===== config.mk =====
export PLATFORM = sky130hd
export DESIGN_NAME = wb_port_arbiter
export DESIGN_NICKNAME = d
export VERILOG_FILES = /design/src/rtl/wb_port_arbiter.sv
export SDC_FILE = /design/constraint.sdc
export NUM_CORES = 1
export LEC_CHECK = 0
export BUFFER_PORTS_ARGS = -buffer_cell sky130_fd_sc_hd__buf_2
export CORE_MARGIN = 2
export CORE_UTILIZATION = 60
export CTS_BUF_LIST = sky130_fd_sc_hd__clkbuf_2 sky130_fd_sc_hd__clkbuf_4 sky130_fd_sc_hd__clkbuf_8
export DETAILED_ROUTE_END_ITERATION = 8
export PLACE_DENSITY_LB_ADDON = 0.05
export SYNTH_ARGS = -nofsm -noshare
export SYNTH_HDL_FRONTEND = slang
export SYNTH_SLANG_ARGS = --single-unit

===== constraint.sdc =====
create_clock -name clk -period 10.55 [get_ports clk]
set_input_delay 0.5275 -clock clk [delete_from_list [all_inputs] [get_ports clk]]
set_output_delay 0.5275 -clock clk [all_outputs]
set_load 0.01 [all_outputs]

===== src/rtl/wb_port_arbiter.sv =====
// wb_port_arbiter: shares the register-file write ports among FU0..FU2 and the LSU.
// Each requester owns a small skid FIFO; a round-robin scan grants up to NUM_WP
// eligible heads per cycle onto registered write-port packets. Branch masks are
// squashed or cleared in place on branch resolution.
// Optional feature: define WB_ARB_PERF_EN to enable the perf_stall_o/perf_squash_o
// saturating counters (otherwise both outputs are tied to zero).
module wb_port_arbiter #(
   parameter int unsigned NUM_REQ   = 4,
   parameter int unsigned NUM_WP    = 2,
   parameter int unsigned BUF_DEPTH = 2,
   parameter int unsigned DATA_W    = 32,
   parameter int unsigned PHYS_W    = 7,
   parameter int unsigned AL_W      = 7,
   parameter int unsigned CKPT      = 8,
   parameter int unsigned CKPT_LOG  = 3
) (
   input  logic                                        clk,
   input  logic                                        reset,
   input  logic [NUM_REQ-1:0]                          req_valid_i,
   input  logic [NUM_REQ*(CKPT+PHYS_W+AL_W+DATA_W)-1:0] req_packet_i,
   output logic [NUM_REQ-1:0]                          req_ready_o,
   input  logic                                        ctrlVerified_i,
   input  logic                                        ctrlMispredict_i,
   input  logic [CKPT_LOG-1:0]                         ctrlSMTid_i,
   output logic [NUM_WP-1:0]                           wp_valid_o,
   output logic [NUM_WP*(PHYS_W+AL_W+DATA_W)-1:0]      wp_packet_o,
   output logic [NUM_WP*2-1:0]                         wp_src_o,
   output logic [31:0]                                 perf_stall_o,
   output logic [31:0]                                 perf_squash_o
);
   localparam int unsigned PKT_W = CKPT + PHYS_W + AL_W + DATA_W;
   localparam int unsigned OUT_W = PHYS_W + AL_W + DATA_W;
   localparam int unsigned PTR_W = $clog2(BUF_DEPTH);
   localparam int unsigned CNT_W = PTR_W + 1;
   localparam int unsigned REQ_W = 2;  // width of each wp_src_o field
   localparam int unsigned WP_W  = (NUM_WP > 1) ? $clog2(NUM_WP) : 1;
   localparam int unsigned GW    = WP_W + 1;

   logic [OUT_W-1:0]     pay_q  [NUM_REQ][BUF_DEPTH];
   logic [CKPT-1:0]      mask_q [NUM_REQ][BUF_DEPTH];
   logic [CKPT-1:0]      mask_s [NUM_REQ][BUF_DEPTH];
   logic [CKPT-1:0]      mask_d [NUM_REQ][BUF_DEPTH];
   logic [BUF_DEPTH-1:0] vld_q  [NUM_REQ];
   logic [BUF_DEPTH-1:0] vld_s  [NUM_REQ];
   logic [BUF_DEPTH-1:0] vld_d  [NUM_REQ];
   logic [PTR_W-1:0]     wptr_q [NUM_REQ];
   logic [PTR_W-1:0]     wptr_d [NUM_REQ];
   logic [PTR_W-1:0]     rptr_q [NUM_REQ];
   logic [PTR_W-1:0]     rptr_d [NUM_REQ];
   logic [CNT_W-1:0]     cnt_q  [NUM_REQ];
   logic [CNT_W-1:0]     cnt_d  [NUM_REQ];
   logic [CKPT-1:0]      in_mask[NUM_REQ];
   logic [REQ_W-1:0]     rr_q, rr_d;
   logic [NUM_WP-1:0]    wp_valid_q, wp_valid_d;
   logic [OUT_W-1:0]     wp_pay_q [NUM_WP];
   logic [OUT_W-1:0]     wp_pay_d [NUM_WP];
   logic [REQ_W-1:0]     wp_src_q [NUM_WP];
   logic [REQ_W-1:0]     wp_src_d [NUM_WP];
   logic [NUM_REQ-1:0]   push, pop, elig, gnt, in_sq;
   logic                 mispred, correct;
   logic [CKPT-1:0]      keep_mask;
   logic [REQ_W-1:0]     idx, last;
   logic [GW-1:0]        ngnt;

   assign mispred   = ctrlVerified_i & ctrlMispredict_i;
   assign correct   = ctrlVerified_i & ~ctrlMispredict_i;
   assign keep_mask = correct ? ~(CKPT'(1) << ctrlSMTid_i) : '1;

   // Apply squash/clear to stored entries, decode incoming masks, find eligible heads
   always_comb begin
      for (int r = 0; r < NUM_REQ; r++) begin
         req_ready_o[r] = (cnt_q[r] < CNT_W'(BUF_DEPTH));
         push[r]        = req_valid_i[r] & req_ready_o[r];
         in_mask[r]     = req_packet_i[r*PKT_W + OUT_W +: CKPT];
         in_sq[r]       = mispred & in_mask[r][ctrlSMTid_i];
         for (int e = 0; e < BUF_DEPTH; e++) begin
            vld_s[r][e]  = vld_q[r][e] & ~(mispred & mask_q[r][e][ctrlSMTid_i]);
            mask_s[r][e] = mask_q[r][e] & keep_mask;
         end
         // A head squashed this cycle is not eligible; no bypass from the push path
         elig[r] = (cnt_q[r] != '0) & vld_s[r][rptr_q[r]];
      end
   end

   // Round-robin scan from rr_q; first NUM_WP eligible heads take ports in order
   always_comb begin
      gnt        = '0;
      wp_valid_d = '0;
      ngnt       = '0;
      idx        = '0;
      last       = rr_q;
      for (int p = 0; p < NUM_WP; p++) begin
         wp_pay_d[p] = wp_pay_q[p];
         wp_src_d[p] = wp_src_q[p];
      end
      for (int unsigned i = 0; i < NUM_REQ; i++) begin
         idx = REQ_W'((32'(rr_q) + i) % NUM_REQ);
         if (elig[idx] && (ngnt < GW'(NUM_WP))) begin
            gnt[idx]                   = 1'b1;
            wp_valid_d[ngnt[WP_W-1:0]] = 1'b1;
            wp_pay_d[ngnt[WP_W-1:0]]   = pay_q[idx][rptr_q[idx]];
            wp_src_d[ngnt[WP_W-1:0]]   = idx;
            ngnt                       = ngnt + GW'(1);
            last                       = idx;
         end
      end
      if (ngnt == '0) begin
         rr_d = rr_q;
      end else if (32'(last) == NUM_REQ - 1) begin
         rr_d = '0;
      end else begin
         rr_d = last + REQ_W'(1);
      end
   end

   // FIFO next state: pop granted or dead heads, push at tail with resolved mask
   always_comb begin
      for (int r = 0; r < NUM_REQ; r++) begin
         vld_d[r]  = vld_s[r];
         wptr_d[r] = wptr_q[r];
         rptr_d[r] = rptr_q[r];
         for (int e = 0; e < BUF_DEPTH; e++) begin
            mask_d[r][e] = mask_s[r][e];
         end
         pop[r] = (cnt_q[r] != '0) & (gnt[r] | ~elig[r]);
         if (pop[r]) begin
            vld_d[r][rptr_q[r]] = 1'b0;
            rptr_d[r]           = rptr_q[r] + PTR_W'(1);
         end
         if (push[r]) begin
            vld_d[r][wptr_q[r]]  = ~in_sq[r];
            mask_d[r][wptr_q[r]] = in_mask[r] & keep_mask;
            wptr_d[r]            = wptr_q[r] + PTR_W'(1);
         end
         cnt_d[r] = cnt_q[r] + CNT_W'(push[r]) - CNT_W'(pop[r]);
      end
   end

   // Control state and registered write-port outputs
   always_ff @(posedge clk) begin
      if (reset) begin
         rr_q       <= '0;
         wp_valid_q <= '0;
         for (int r = 0; r < NUM_REQ; r++) begin
            vld_q[r]  <= '0;
            wptr_q[r] <= '0;
            rptr_q[r] <= '0;
            cnt_q[r]  <= '0;
            for (int e = 0; e < BUF_DEPTH; e++) begin
               mask_q[r][e] <= '0;
            end
         end
         for (int p = 0; p < NUM_WP; p++) begin
            wp_pay_q[p] <= '0;
            wp_src_q[p] <= '0;
         end
      end else begin
         rr_q       <= rr_d;
         wp_valid_q <= wp_valid_d;
         vld_q      <= vld_d;
         wptr_q     <= wptr_d;
         rptr_q     <= rptr_d;
         cnt_q      <= cnt_d;
         mask_q     <= mask_d;
         wp_pay_q   <= wp_pay_d;
         wp_src_q   <= wp_src_d;
      end
   end

   // Payload storage; contents are qualified by the valid bits, so no reset
   always_ff @(posedge clk) begin
      for (int r = 0; r < NUM_REQ; r++) begin
         if (push[r]) begin
            pay_q[r][wptr_q[r]] <= req_packet_i[r*PKT_W +: OUT_W];
         end
      end
   end

   assign wp_valid_o = wp_valid_q;
   for (genvar p = 0; p < NUM_WP; p++) begin : g_wp
      assign wp_packet_o[p*OUT_W +: OUT_W] = wp_pay_q[p];
      assign wp_src_o[p*REQ_W +: REQ_W]    = wp_src_q[p];
   end

`ifdef WB_ARB_PERF_EN
   logic [31:0] stall_q, squash_q, sq_cnt;
   logic [32:0] squash_sum;

   // Entries killed this cycle: valid stored entries plus squashed incoming pushes
   always_comb begin
      sq_cnt = '0;
      for (int r = 0; r < NUM_REQ; r++) begin
         for (int e = 0; e < BUF_DEPTH; e++) begin
            sq_cnt = sq_cnt + 32'(vld_q[r][e] & ~vld_s[r][e]);
         end
         sq_cnt = sq_cnt + 32'(push[r] & in_sq[r]);
      end
   end

   assign squash_sum = {1'b0, squash_q} + {1'b0, sq_cnt};

   // Saturating stall and squash counters
   always_ff @(posedge clk) begin
      if (reset) begin
         stall_q  <= '0;
         squash_q <= '0;
      end else begin
         if ((|(req_valid_i & ~req_ready_o)) && (stall_q != '1)) begin
            stall_q <= stall_q + 32'd1;
         end
         squash_q <= squash_sum[32] ? '1 : squash_sum[31:0];
      end
   end

   assign perf_stall_o  = stall_q;
   assign perf_squash_o = squash_q;
`else
   assign perf_stall_o  = '0;
   assign perf_squash_o = '0;
`endif

endmodule


==> results.cfg, run 1 <==
[sta]
fin_setup_tns_ps = 0
fin_crit_sh_pct = 66.0
max_slew_margin_pct = 19.0
worst_slew_pin_slew_ps = 1220
rsz0062_at_grt = false
finalCriticalPeriod_ps = 6960
setup_violations = 0
drv_slew = 0
hold_violations = 0
skew_ps = 34.2
fmax_ghz = 0.144

[drt]
wl_per_cell_um = 27.3
num_vias = 24431
ant_nets = 0
totalWireLength_um = 98100
route.detailed.drc = 0
drtIter0Drc = 3036
vias_per_cell = 6.81
dr.pass1.iters = 6

[layout]
final_common_cell = edfxtp_1
fin_cells = 3590
drive_gt1_share_pct = 30.5
mostFrequentLayoutCells = edfxtp_1 (368), buf_2 (327), nand2_1 (299)
n_fill_cell = 3713
syn_to_final_growth_pct = 16.2
nets = 3059

[worst_setup_path]
crit_fanout = 64
cp-start-kind = input pin
arrival_ps = 7550
worst_ep_required_time_ps = 11150
path_class = input pin to register
end_kind = register

[logic_synthesis]
synth_xor_area_share_pct = 0.360
ys.flop_type = edfxtp_1
netlist.area_leader.share_pct = 34.9
synth-adder-area-share_pct = 0.593
yosysWarnings = 0
syn_area_per_cell_um2 = 13.0
ys_seq_elements = 558
synth_edf_count = 368
synthesis.area_um2 = 31600
synth_top_area_cell = edfxtp_1
synth-compound-area-share_pct = 9.55
muxShareOfSynthArea_pct = 30.7
synth_top_family_by_area = multiplexers
synth-simple-area-share_pct = 6.99
synth_cell_type_count = 61
postSynthCellCount = 2442
ys_async_sr_fraction_pct = 0
seq_area_frac_synth_pct = 47.0
netlist_top_cells_area = edfxtp_1 (35%), mux4_2 (22%), dfxtp_1 (12%)

[clock_tree]
cts-resized-gates = 0
clk_path_buf_depth = 3
clk-insertion-delay-late_ps = 720
cts_tree = built
numCtsBuffers = 93
cts_root_buffer = clkbuf_8
htreeDepth = 3
postCtsSetupBuffers = 0
clk_pin_slew_ps = 60
clkSinkCount = 558

[die]
rows = 84
fp.dieH_um = 234
core_area_um2 = 52300
fp.dieW_um = 234
die_area_um2 = 54600
ios = 393
start_util_pct = 60.4

[placed_design]
port_buffers = 328
hpwlAfterDp_um = 59400
dp_cells = 3267
globalplace.congestion = 0.872

[power_and_ir_drop]
vdd_drop_max_uv = 192
total_power_w = 0.00849
p_per_area_nw_per_um2 = 231
leakage_nw = 13.3

[global_route]
overflow = 0
grt_max_degree = 159
grt_usage_pct = 35.9
grt_pass1_vias = 24746
grt_pass1_wl_um = 146000
grt_antenna_before_repair = 8

[min_path]
hold_path.class = input pin to register

[status]
status = completed

[run]
maxCapViolations = 0
==> cells in the mapped netlist (3+ instances only) <==
library cell and instances:
o221a_1 5, nand2_1 299, inv_2 3, o211ai_1 102
buf_2 35, buf_6 5, xnor2_1 13, edfxtp_1 368
a211o_1 8, inv_1 32, nor2b_1 13, dfxtp_1 190
nand3_1 15, o32ai_1 12, a22oi_2 4, o21ai_1 7
mux4_2 302, nand3b_1 7, a221oi_1 45, and3_1 3
o21ai_0 11, nor3_1 44, mux2i_1 261, nor3b_1 4
nor2_1 134, clkbuf_1 143, nand2b_1 5, o2111ai_1 4
a22o_1 4, a31o_2 5, o22ai_1 11, o2bb2ai_1 5
buf_1 30, ha_1 15, a41o_1 27, a21oi_1 116
a31oi_1 4, a311oi_1 7, a21o_1 5, buf_4 67
mux2_2 27, a211oi_1 21
==> layout make-up <==
cell class | count | area (um2) | area share (%)
Sequential cell | 558 | 14900 | 40.4
Multi-Input combinational cell | 1630 | 15500 | 42.3
Inverter | 37 | 161 | 0.439
Clock buffer | 131 | 1630 | 4.45
Antenna cell | 7 | 17.5 | 0.0477
Timing Repair Buffer | 497 | 3280 | 8.93
Tap cell | 688 | 861 | 2.34
Clock inverter | 42 | 384 | 1.05
==> cell families (layout without fill, tap and decap cells) <==
kind of cell | after synthesis | count (layout)
muxes | 590 | 590
DFF | 558 | 558
and+or+nand+nor | 532 | 532
AOI/OAI and AO/OA | 416 | 416
buffers and inverters | 317 | 707
adders and majority gates | 15 | 15
xor gates and xnor gates | 13 | 13
other | 1 | 71
==> final timing paths <==
kind,startpoint,to,slack (ps),cells after the start
worst max register to register,rr_q[1],wp_packet_o[53],3810,13
worst max-delay path,ctrlSMTid_i[0],wp_packet_o[53],3590,16
worst min-delay path,req_packet_i[96],pay_q[1][88],40,1
worst min register to register,mask_q[18],mask_q[18],450,2
==> repair_timing <==
action | in CTS | in global routing
setup endpoints to repair | 0 | 0
hold buffers | 143 | 0
endpoints found under the hold margin | 281 | 0
==> registers in the layout (all words and copies together), names as in the netlist, named ones only <==
name         flops
wptr_q           4
wp_packet_o     92
rr_q             2
rptr_q           4
mask_q          64
vld_q            8
wp_valid_o       2
cnt_q            8
wp_src_o         4
pay_q          368
==> report_power, final <==
group	internal, W	switching (W)
sequential	0.00266	0.000262
clock	0.00117	0.000925
combinational	0.00158	0.00189
total	0.00541	0.00308
==> through the flow <==
| stage | utilization, % | setup WS, ps | cell area [um2] | hold WS [ps] |
|---|---|---|---|---|
| after floorplan | - | 5260 | 31900 | 433 |
| after global placement | 63.6 | 3270 | 33300 | 442 |
| after detailed placement | 63.6 | 2940 | 33300 | 445 |
| after CTS | 70.2 | 3700 | 36700 | 0.0397 |
| after global routing | 70.2 | 3140 | 36700 | 10.8 |
| final | 70.2 | 3590 | 36800 | 36.4 |
==> routing by layer <==
layer / vias to the layer above / routed length (um) / GRT usage [%]
met4: 8 / 4110 / 15.4
met2: 1555 / 46700 / 57.1
li1: 10298 / - / -
met5: - / 43 / 0
met3: 324 / 10500 / 8.72
met1: 12246 / 36700 / 47.3
==> worst max-delay path, stage by stage <==
cell       delay [ps]
buf_2             650
nand3_1           380
o2bb2ai_1         240
o22ai_1           190
a22oi_2           380
mux4_4            570
buf_4             760
inv_2             410
ha_1              420
inv_1             410
nand3_2           110
buf_4             350
a21oi_4           980
buf_4             660
nor2_1            120
a221oi_1          320
Note: power is estimated with default switching activity, not from simulation.
==> inputs of run 2 (changes only) <==
==> constraint.sdc (replaced) <==
create_clock -name clk -period 7.2 [get_ports clk]
set_input_delay 0.36 -clock clk [delete_from_list [all_inputs] [get_ports clk]]
set_output_delay 0.36 -clock clk [all_outputs]
set_load 0.01 [all_outputs]
==> run 2 against run 1 <==
Effect of this change:
- sequential cell count stayed put
- register-to-register slack got worse by 2400 ps
- sequential power grew 47%
- power up 47%
- critical path depth shrank 4
- utilization rose by 1.5 points
- count of clock-buffer cells in the layout rose by 2
- final area up 2.2%
- setup slack worse by 2200 ps
- hold slack better by 160 ps
==> results.cfg, run 2 (synthesis results as in run 1) <==
[status]
status = completed

[placed_design]
pre_cts_ws_ps = 1430
globalplace.congestion = 0.861
hpwlAfterDp_um = 59900
port_buffers = 328

[global_route]
grt_usage_pct = 36.3
grt_pass1_wl_um = 148000
use_met2_pct = 58.0
overflow = 0
grt.met3_usage_pct = 7.84
grt_max_degree = 93
busiest_layer = met2
grt_use_met1_pct = 47.5
grt_antenna_before_repair = 7
grt_pass1_vias = 25275

[sta]
finalCriticalPeriod_ps = 5780
fin_crit_sh_pct = 80.3
layout_setup_ws_ps = 1420
max_slew_margin_pct = 16.0
hold_violations = 0
skew_ps = 33.1
worst_slew_pin_slew_ps = 1260
fmax_ghz = 0.173
fin_setup_tns_ps = 0
holdWs_ps = 199
drv_slew = 0
rsz0062_at_grt = false
setup_violations = 0

[layout]
largest_reg_flops = 368
drive_gt1_share_pct = 29.8
syn_to_final_growth_pct = 18.7
mostFrequentLayoutCells = edfxtp_1 (368), buf_2 (327), nand2_1 (299)
nets = 3138
final_common_cell = edfxtp_1

[clock_tree]
postCtsSetupBuffers = 0
numCtsBuffers = 94
clk-insertion-delay-late_ps = 720
cts-resized-gates = 0
clk_pin_slew_ps = 60
clkSinkCount = 558
htreeDepth = 3
cts_tree = built
clk_path_buf_depth = 3
hold_buffers = 216
cts_root_buffer = clkbuf_8

[worst_setup_path]
worst_ep_required_time_ps = 7790
path_class = register to register
arrival_ps = 6370
crit_fanout = 44
end_kind = register
cp-start-kind = register

[power_and_ir_drop]
vdd_drop_max_uv = 224
leakage_nw = 13.6
p_per_area_nw_per_um2 = 333
total_power_w = 0.0125

[die]
fp.dieH_um = 234
ios = 393
core_area_um2 = 52300
rows = 84
fp.dieW_um = 234
die_area_um2 = 54600
start_util_pct = 60.4

[drt]
totalWireLength_um = 99400
vias_per_cell = 6.83
num_vias = 25074
dr.pass1.iters = 6
drtIter0Drc = 2933
wl_per_cell_um = 27.1
ant_nets = 0
route.detailed.drc = 0

[run]
maxCapViolations = 0

[min_path]
hold_path.class = input pin to register
[run 2: changes by cell type in the layout (fill, tap and decap cells not counted), moves of 2 or more]
cell,delta
clkinv_2,-4
buf_4,+3
clkinvlp_4,-2
clkbuf_4,+2
inv_8,+2
dlygate4sd3_1,+73
buf_12,+2
clkinv_1,+6
[run 2: power by group]
part	internal [W]	total [W]	switching, W
combinational	0.00236	0.00513	0.00277
sequential	0.00389	0.00430	0.000410
clock	0.00170	0.00306	0.00136
[run 2: area by class of cell]
cell class              instances  area (um2)
multi-input cells            1630       15500
repair buffers                575        4080
well taps                     688         861
flip-flops and latches        558       14900
diodes                          6        15.0
fillers                      3624       14800
clock buffers                 133        1650
inverters                      37         161
clock inverters                44         373
[run 2: final timing paths]
path / from / endpoint / slack, ps / cells past startpoint
hold reg to reg: mask_q[29] / mask_q[29] / 450 / 2
setup / recovery: rr_q[0] / wp_packet_o[64] / 1420 / 12
hold / removal: req_valid_i[0] / wptr_q[3] / 200 / 5
setup reg to reg: rr_q[0] / wp_packet_o[64] / 1420 / 12
[run 2: critical path, cell delays in order, from the launching register on]
cell,delay [ps]
dfxtp_4,830
inv_6,320
ha_4,780
inv_4,380
mux4_2,540
inv_4,50
ha_1,310
inv_1,440
nand3_2,500
a21oi_4,730
buf_4,370
nor2_1,80
a221oi_1,310
[run 2: stage by stage]
step | std cells | util [%] | instance area (um2)
floorplan | 2505 | - | 31900
global placement | 3272 | 63.7 | 33400
detailed placement | 3272 | 63.7 | 33400
CTS | 3665 | 71.7 | 37500
global route | 3667 | 71.7 | 37500
finish | 3671 | 71.7 | 37600
[run 2: per-layer routing]
metal | vias up | routed length, um
met1 | 12596 | 37100
met3 | 338 | 10200
met4 | 8 | 4800
li1 | 10470 | -
met2 | 1662 | 47200
met5 | - | 49
